### config.mk
export PLATFORM = sky130hd
export DESIGN_NAME = uart_rx_frame
export DESIGN_NICKNAME = d
export VERILOG_FILES = /design/src/rtl/uart_rx_frame.sv
export SDC_FILE = /design/constraint.sdc
export NUM_CORES = 1
export LEC_CHECK = 0
export ABC_AREA = 1
export BUFFER_PORTS_ARGS = -buffer_cell sky130_fd_sc_hd__buf_2
export CORE_ASPECT_RATIO = 0.5
export CORE_MARGIN = 2
export CORE_UTILIZATION = 40
export CTS_CLUSTER_SIZE = 40
export DETAILED_ROUTE_END_ITERATION = 8
export PLACE_DENSITY = 0.69
export SYNTH_ARGS = -nofsm -noshare
export SYNTH_HDL_FRONTEND = slang
export SYNTH_SLANG_ARGS = --single-unit
### constraint.sdc
create_clock -name s_axi_aclk -period 1.5 [get_ports s_axi_aclk]
set_input_delay 0.225 -clock s_axi_aclk [delete_from_list [all_inputs] [get_ports s_axi_aclk]]
set_output_delay 0.225 -clock s_axi_aclk [all_outputs]
set_load 0.02 [all_outputs]
### src/rtl/uart_rx_frame.sv
// UART receive framer: oversampled start/data/parity/stop recovery with a
// valid/ready byte output, parity/frame error sideband and overrun pulse.
module uart_rx_frame #(
    parameter int unsigned OVERSAMPLE = 16
) (
    input  logic       s_axi_aclk,
    input  logic       s_axi_aresetn,
    input  logic       rx,
    input  logic       sample_tick,
    input  logic       data_size,
    input  logic       parity_en,
    input  logic [1:0] parity_mode,
    input  logic       stop_bit_size,
    output logic [7:0] data,
    output logic       valid,
    input  logic       ready,
    output logic       parity_error,
    output logic       frame_error,
    output logic       overrun,
    output logic       busy
);
    localparam int unsigned CW = $clog2(OVERSAMPLE);
    localparam logic [CW-1:0] HALF_LAST = CW'(OVERSAMPLE / 2 - 1);
    localparam logic [CW-1:0] FULL_LAST = CW'(OVERSAMPLE - 1);

    typedef enum logic [2:0] {
        S_IDLE, S_START, S_DATA, S_PARITY, S_STOP1, S_STOP2, S_WAIT_HIGH
    } state_e;

    state_e          state_q, state_d;
    logic            rx_meta_q, rs_q, rs_prev_q;
    logic [CW-1:0]   cnt_q, cnt_d;
    logic [2:0]      bit_q, bit_d;
    logic [7:0]      shreg_q, shreg_d;
    logic            size_q, size_d, pen_q, pen_d, stop2_q, stop2_d;
    logic [1:0]      pmode_q, pmode_d;
    logic            perr_q, perr_d, ferr_q, ferr_d;
    logic            sample, complete, par_exp;
    logic [7:0]      data_q;
    logic            valid_q, perr_out_q, ferr_out_q, overrun_q;

    // Start bit is sampled at half a bit period, every later bit a full period on.
    assign sample = sample_tick &&
                    (cnt_q == ((state_q == S_START) ? HALF_LAST : FULL_LAST));

    always_comb begin
        unique case (pmode_q)
            2'b11:   par_exp = ~^shreg_q;
            2'b10:   par_exp = ^shreg_q;
            2'b01:   par_exp = 1'b1;
            default: par_exp = 1'b0;
        endcase
    end

    always_ff @(posedge s_axi_aclk or negedge s_axi_aresetn) begin
        if (!s_axi_aresetn) begin
            state_q <= S_IDLE;
        end else begin
            state_q <= state_d;
        end
    end

    always_comb begin
        state_d  = state_q;
        cnt_d    = cnt_q;
        bit_d    = bit_q;
        shreg_d  = shreg_q;
        size_d   = size_q;
        pen_d    = pen_q;
        pmode_d  = pmode_q;
        stop2_d  = stop2_q;
        perr_d   = perr_q;
        ferr_d   = ferr_q;
        complete = 1'b0;
        if (sample_tick && state_q != S_IDLE && state_q != S_WAIT_HIGH) begin
            cnt_d = sample ? '0 : cnt_q + CW'(1);
        end
        unique case (state_q)
            S_IDLE: begin
                if (rs_prev_q && !rs_q) begin
                    state_d = S_START;
                    cnt_d   = '0;
                end
            end
            S_START: begin
                if (sample) begin
                    if (rs_q) begin
                        state_d = S_IDLE;
                    end else begin
                        state_d = S_DATA;
                        size_d  = data_size;
                        pen_d   = parity_en;
                        pmode_d = parity_mode;
                        stop2_d = stop_bit_size;
                        bit_d   = '0;
                        shreg_d = '0;
                        perr_d  = 1'b0;
                        ferr_d  = 1'b0;
                    end
                end
            end
            S_DATA: begin
                if (sample) begin
                    shreg_d[bit_q] = rs_q;
                    if (bit_q == (size_q ? 3'd7 : 3'd6)) begin
                        state_d = pen_q ? S_PARITY : S_STOP1;
                    end else begin
                        bit_d = bit_q + 3'd1;
                    end
                end
            end
            S_PARITY: begin
                if (sample) begin
                    perr_d  = (rs_q != par_exp);
                    state_d = S_STOP1;
                end
            end
            S_STOP1, S_STOP2: begin
                if (sample) begin
                    ferr_d = ferr_q | ~rs_q;
                    if (state_q == S_STOP1 && stop2_q) begin
                        state_d = S_STOP2;
                    end else begin
                        complete = 1'b1;
                        state_d  = ferr_d ? S_WAIT_HIGH : S_IDLE;
                    end
                end
            end
            S_WAIT_HIGH: begin
                if (rs_q) begin
                    state_d = S_IDLE;
                end
            end
            default: state_d = S_IDLE;
        endcase
    end

    always_comb begin
        busy = (state_q != S_IDLE);
    end

    always_ff @(posedge s_axi_aclk or negedge s_axi_aresetn) begin
        if (!s_axi_aresetn) begin
            rx_meta_q <= 1'b1;
            rs_q      <= 1'b1;
            rs_prev_q <= 1'b1;
            cnt_q     <= '0;
            bit_q     <= '0;
            shreg_q   <= '0;
            size_q    <= 1'b0;
            pen_q     <= 1'b0;
            pmode_q   <= '0;
            stop2_q   <= 1'b0;
            perr_q    <= 1'b0;
            ferr_q    <= 1'b0;
        end else begin
            rx_meta_q <= rx;
            rs_q      <= rx_meta_q;
            rs_prev_q <= rs_q;
            cnt_q     <= cnt_d;
            bit_q     <= bit_d;
            shreg_q   <= shreg_d;
            size_q    <= size_d;
            pen_q     <= pen_d;
            pmode_q   <= pmode_d;
            stop2_q   <= stop2_d;
            perr_q    <= perr_d;
            ferr_q    <= ferr_d;
        end
    end

    // A completion that finds the held byte unaccepted is dropped, not queued.
    always_ff @(posedge s_axi_aclk or negedge s_axi_aresetn) begin
        if (!s_axi_aresetn) begin
            data_q     <= '0;
            valid_q    <= 1'b0;
            perr_out_q <= 1'b0;
            ferr_out_q <= 1'b0;
            overrun_q  <= 1'b0;
        end else begin
            overrun_q <= 1'b0;
            if (complete) begin
                if (!valid_q || ready) begin
                    data_q     <= shreg_q;
                    perr_out_q <= perr_q;
                    ferr_out_q <= ferr_d;
                    valid_q    <= 1'b1;
                end else begin
                    overrun_q <= 1'b1;
                end
            end else if (valid_q && ready) begin
                valid_q <= 1'b0;
            end
        end
    end

    assign data         = data_q;
    assign valid        = valid_q;
    assign parity_error = perr_out_q;
    assign frame_error  = ferr_out_q;
    assign overrun      = overrun_q;

endmodule
Word level (Yosys, flattened, before mapping)
Index checks and enable logic that the tools add are counted.
{"block": "word_totals", "regBits": 40, "latchBits": 0, "mem_bits_rw": 0, "romBits": 0, "input_bits": 10, "output_inout_bits": 13, "word_cells": 119, "n_memories": 0}
{"block": "classes", "n_addsub": 2, "n_mul": 0, "n_div": 0, "n_lt_le_gt_ge": 2, "eq_ne": 23, "shift": 0, "muxes": 47, "bitwise_logic": 2, "reduce_logical": 25}
{"cell": "two-way mux 3 bit", "n": 14}
{"cell": "two-way mux 8 bit", "n": 3}
{"cell": "two-way mux 4 bit", "n": 5}
{"cell": "!= test 2 bit (second input constant)", "n": 9}
{"cell": "one-hot mux 3 bit (6 select lines)", "n": 1}
{"cell": "two-way mux 1 bit", "n": 16}
{"cell": "one-hot mux 8 bit (2 select lines)", "n": 1}
{"cell": "== test 3 bit (second input constant)", "n": 3}
{"cell": "bitwise mux 8 bit", "n": 1}
{"cell": "AND reduction 4 bit", "n": 2}
{"cell": "XNOR reduction 8 bit", "n": 1}
{"cell": "parity 8 bit", "n": 1}
{"cell": "logical AND 1 bit", "n": 7}
{"cell": "AND reduction 7 bit", "n": 1}
{"cell": "== test 3 x 2 -> 1 bit (second input constant)", "n": 2}
{"cell": "one-hot mux 3 bit (2 select lines)", "n": 1}
{"cell": "nonzero test 2 bit", "n": 3}
{"cell": "AND reduction 5 bit", "n": 1}
{"cell": "adder 4 x 1 -> 4 bit (second input constant)", "n": 1}
{"cell": "== test 2 bit (second input constant)", "n": 2}
{"cell": "== test 4 bit", "n": 1}
{"cell": "less-than comparator 3 x 4 -> 1 bit (second input constant)", "n": 1}
{"cell": "one-hot mux 1 bit (2 select lines)", "n": 2}
{"cell": "AND reduction 2 bit", "n": 2}
{"cell": "other kinds (19)", "n": 20}

Logic depth before layout (Yosys ltp)
{"block": "depth", "word_depth": 8, "mapped_depth": 12}

Worst setup path after synthesis
Ideal clock, no wire load.
{"block": "synth_timing", "path_type": "register to register", "start": "register cnt_q[0]", "end": "register pen_q", "setup_time_ns": 0.125, "t_arrival_ns": 1.386, "setup_slack_ns": -0.010, "stages_incl_launch_ff": 6, "path_buffers": 0, "synth_period_minus_slack_ns": 1.510, "path_cell_list": "dfrtp_1 > ha_1 > nand2_1 > nor2_1 > nand4_1 > mux2_2"}
{"block": "synth_via", "elab_chain_len": 3}
{"item": "start, declared", "line_no": "32", "source": "logic [CW-1:0] cnt_q, cnt_d;"}
{"item": "start signal, assigned", "line_no": "160", "source": "cnt_q <= cnt_d;"}
{"item": "== test 4 bit", "line_no": "44", "source": "(cnt_q == ((state_q == S_START) ? HALF_LAST : FULL_LAST));"}
{"item": "logical AND 1 bit", "line_no": "43", "source": "assign sample = sample_tick &&"}
{"item": "AND reduction 3 bit (no source line)"}
{"item": "end signal, assigned", "line_no": "164", "source": "pen_q <= pen_d;"}
{"item": "end, declared", "line_no": "35", "source": "logic size_q, size_d, pen_q, pen_d, stop2_q, stop2_d;"}
No other way between the ends.
A chain may end at the register's enable or synchronous reset.

Worst setup path after layout
{"block": "layout_timing", "start": "register state_q[0]", "end": "output busy"}
{"block": "layout_via", "elab_chain_len": 1}
{"item": "start, declared", "line_no": "30", "source": "state_e state_q, state_d;"}
{"item": "start signal, assigned", "line_no": "59", "source": "state_q <= state_d;"}
{"item": "nonzero test 3 bit", "line_no": "139", "source": "busy = (state_q != S_IDLE);"}
{"item": "end, declared", "line_no": "20", "source": "output logic busy"}
No other way between the ends.

==> results.json <==
{
  "rsz0062_at_grt": "true",
  "violations": "negative setup slack",
  "cts_tree": "built",
  "ant_nets": 0,
  "p_comb_frac": 0.385,
  "die_x_um": 107,
  "gp_congestion": 0.843,
  "outcome": "complete, but fails checks",
  "finClkSkew_ns": 0.0119,
  "crit_required_ns": 1.27,
  "area_growth_pct": 36.4,
  "core_area_um2": 5020,
  "die_area_um2": 5950,
  "slew_headroom": 0.665,
  "crit_buf_inv": 3,
  "yosysMostFrequentCell": "nand2_1",
  "start_util": 0.423,
  "critical-path-top-delay-family": "flip-flops",
  "power_density_nw_per_um2": 1270,
  "drt-initial-drc-count": 62,
  "synth-edff-count": 0,
  "final_util": 0.577,
  "grt_pass1_vias": 1894,
  "seqPwrFrac": 0.367,
  "fin_crit_sh": 1.03,
  "cp_slowest_cell": "dfrtp_2",
  "grt_first_pass_wirelength_mm": 8.38,
  "worst_path_most_repeated_cell": "buf_6",
  "avgSynthCellArea_um2": 7.90,
  "firstDrtPassIters": 4,
  "ios": 23,
  "layout_min_cycle_time_ns": 1.54,
  "cts_max_path_buffers": 2,
  "finalMaxSlewViolations": 0,
  "met1_usage": 0.227,
  "hp-class": "in2reg",
  "die_y_um": 55.6,
  "postLayoutCellArea_um2": 2900,
  "wirelength_mm": 5.00,
  "synthArstFlopShare": 1.00,
  "syn_inst": 269,
  "place_area_um2": 2420,
  "synth_top_area_frac": 0.436,
  "setup_ws_ns": -0.0388,
  "drc": 0,
  "syn-num-nets": 281,
  "synth_area_leaders": "dfrtp_1 (44%), nand2_1 (19%), inv_1 (4.4%)",
  "hold_viol": 0,
  "r2r_slack_ns": -0.02,
  "cts_root_buf": "clkbuf_8",
  "grt_max_degree": 41,
  "setup_violations": 6,
  "clock_latency_ns": 0.30,
  "detail_route.vias_per_cell": 4.95,
  "cts.sinks": 40,
  "grt_use_met2": 0.296,
  "end_kind": "output pin",
  "peakVddDrop_mv": 0.598,
  "gr-usage-met3": 0.0472,
  "wire_per_inst_um": 12.6,
  "max_freq_ghz": 0.650,
  "drive_above_1_share": 0.402,
  "ys_types": 32,
  "cp-start-kind": "register",
  "io_buffers": 22,
  "nNetsFinal": 337,
  "cts.clk_slew.worst_paths_ns": 0.08,
  "ys_top_cells_by_count": "nand2_1 (106), dfrtp_1 (37), inv_1 (25)",
  "hpwl_mm": 3.25,
  "cp_slowest_stage_delay_ns": 0.49,
  "timing.setup.tns_ns": -0.0879,
  "synth_largest_area_cell": "dfrtp_1",
  "crit_chain": "nor3_4 > inv_2 > buf_6 > buf_6",
  "syn-cell-area_um2": 2130,
  "p_leak_nw": 1.38,
  "vias": 1962,
  "seq_area_frac_synth": 0.473,
  "worst_pin_slew_ns": 0.502,
  "htree_num_levels": 2,
  "p_int_mw": 2.37,
  "worst_ep_arrival_time_ns": 1.31,
  "max_cap_violations": 0,
  "cp_max_fo": 6,
  "synth_ff_type": "dfrtp_1",
  "whs_ns": 0.0221,
  "grt-ovfl-total": 0,
  "antenna_found_initial": 0,
  "grt_use_total": 0.180,
  "antenna_cells": 0,
  "gr-max-usage-layer": "met2",
  "p_sw_mw": 1.32,
  "synth_seq_cells": 40,
  "sw_frac_of_total": 0.357,
  "cts_buffers": 5,
  "pwr-share-clk": 0.248,
  "rows": 18,
  "critPathKind": "reg2out",
  "yosysWarningCount": 0
}
## worst paths after layout
| kind | startpoint | to | cells past startpoint |
|---|---|---|---|
| max in group asynchronous | s_axi_aresetn | rs_prev_q | 3 |
| min in group asynchronous | s_axi_aresetn | cnt_q[2] | 3 |
| worst min-delay path | rx | rx_meta_q | 1 |
| worst max register to register | state_q[2] | cnt_q[0] | 6 |
| worst min register to register | rx_meta_q | rs_q | 0 |
| worst max-delay path | state_q[0] | busy | 4 |
## cell type report
class | instances | area [um2]
clock inverter | 3 | 46.3
tap | 70 | 87.6
multi-input combinational | 197 | 1180
inverter | 30 | 131
clock buffer | 5 | 68.8
sequential | 40 | 1010
fill | 425 | 2120
timing repair buffer | 51 | 377
## state kept, by name, summed over array words and instances, names as in the netlist
signal,flops
state_q,3
stop2_q,1
shreg_q,8
bit_q,3
frame_error,1
perr_q,1
pen_q,1
size_q,1
pmode_q,2
rx_meta_q,1
rs_q,1
valid,1
parity_error,1
rs_prev_q,1
data,8
ferr_q,1
cnt_q,4
overrun,1
## per-layer routing
metal,share of wire,wire length [um]
met1,0.47,2340
met2,0.47,2340
met3,0.048,242
met4,0.016,80
met5,0,0
## cells in the final DEF (no fill, tap or decap), types with 5 or more instances in the layout
cell type,n
nand2_2,15
clkbuf_8,5
nand3_1,5
nor2_1,9
inv_1,17
buf_2,21
buf_4,22
nand2_1,90
dfrtp_1,35
nor3_1,8
inv_2,10
mux2_2,5
o21ai_2,12
buf_6,5
o21ai_1,14
## what timing repair did
item	CTS	global route
gates cloned	3	0
pin swaps	6	13
resized for setup	33	37
setup endpoints to repair	25	38
hold endpoints to repair	37	0
hold buffers	1	0
buffers inserted	6	6
## logic make-up after synthesis
kind of cell	synth area share
compound gates	0.107
mux	0.0265
buf+inv	0.0689
xor+xnor	0.00824
fa+ha+maj	0.0118
flops	0.473
simple gates	0.305
## metrics by stage
stage | instances | total power [mW] | worst slack, ns
2_1_floorplan | 269 | 1.90 | 0.0641
3_3_place_gp | 372 | 2.21 | -0.134
3_5_place_dp | 372 | 2.23 | -0.155
4_1_cts | 390 | 3.39 | -0.0692
5_1_grt | 396 | 3.91 | -0.0973
6_report | 396 | 3.69 | -0.0388
## power groups by stage
| stage | Clock [mW] | Sequential, mW | Combinational (mW) |
|---|---|---|---|
| after global routing | 0.986 | 1.37 | 1.56 |
| final | 0.915 | 1.35 | 1.42 |
| after detailed placement | 0 | 1.33 | 0.898 |
| after global placement | 0 | 1.33 | 0.882 |
| after CTS | 0.926 | 1.33 | 1.14 |
| after floorplan | 0 | 1.32 | 0.588 |
Note: power is estimated with default switching activity, not from simulation.
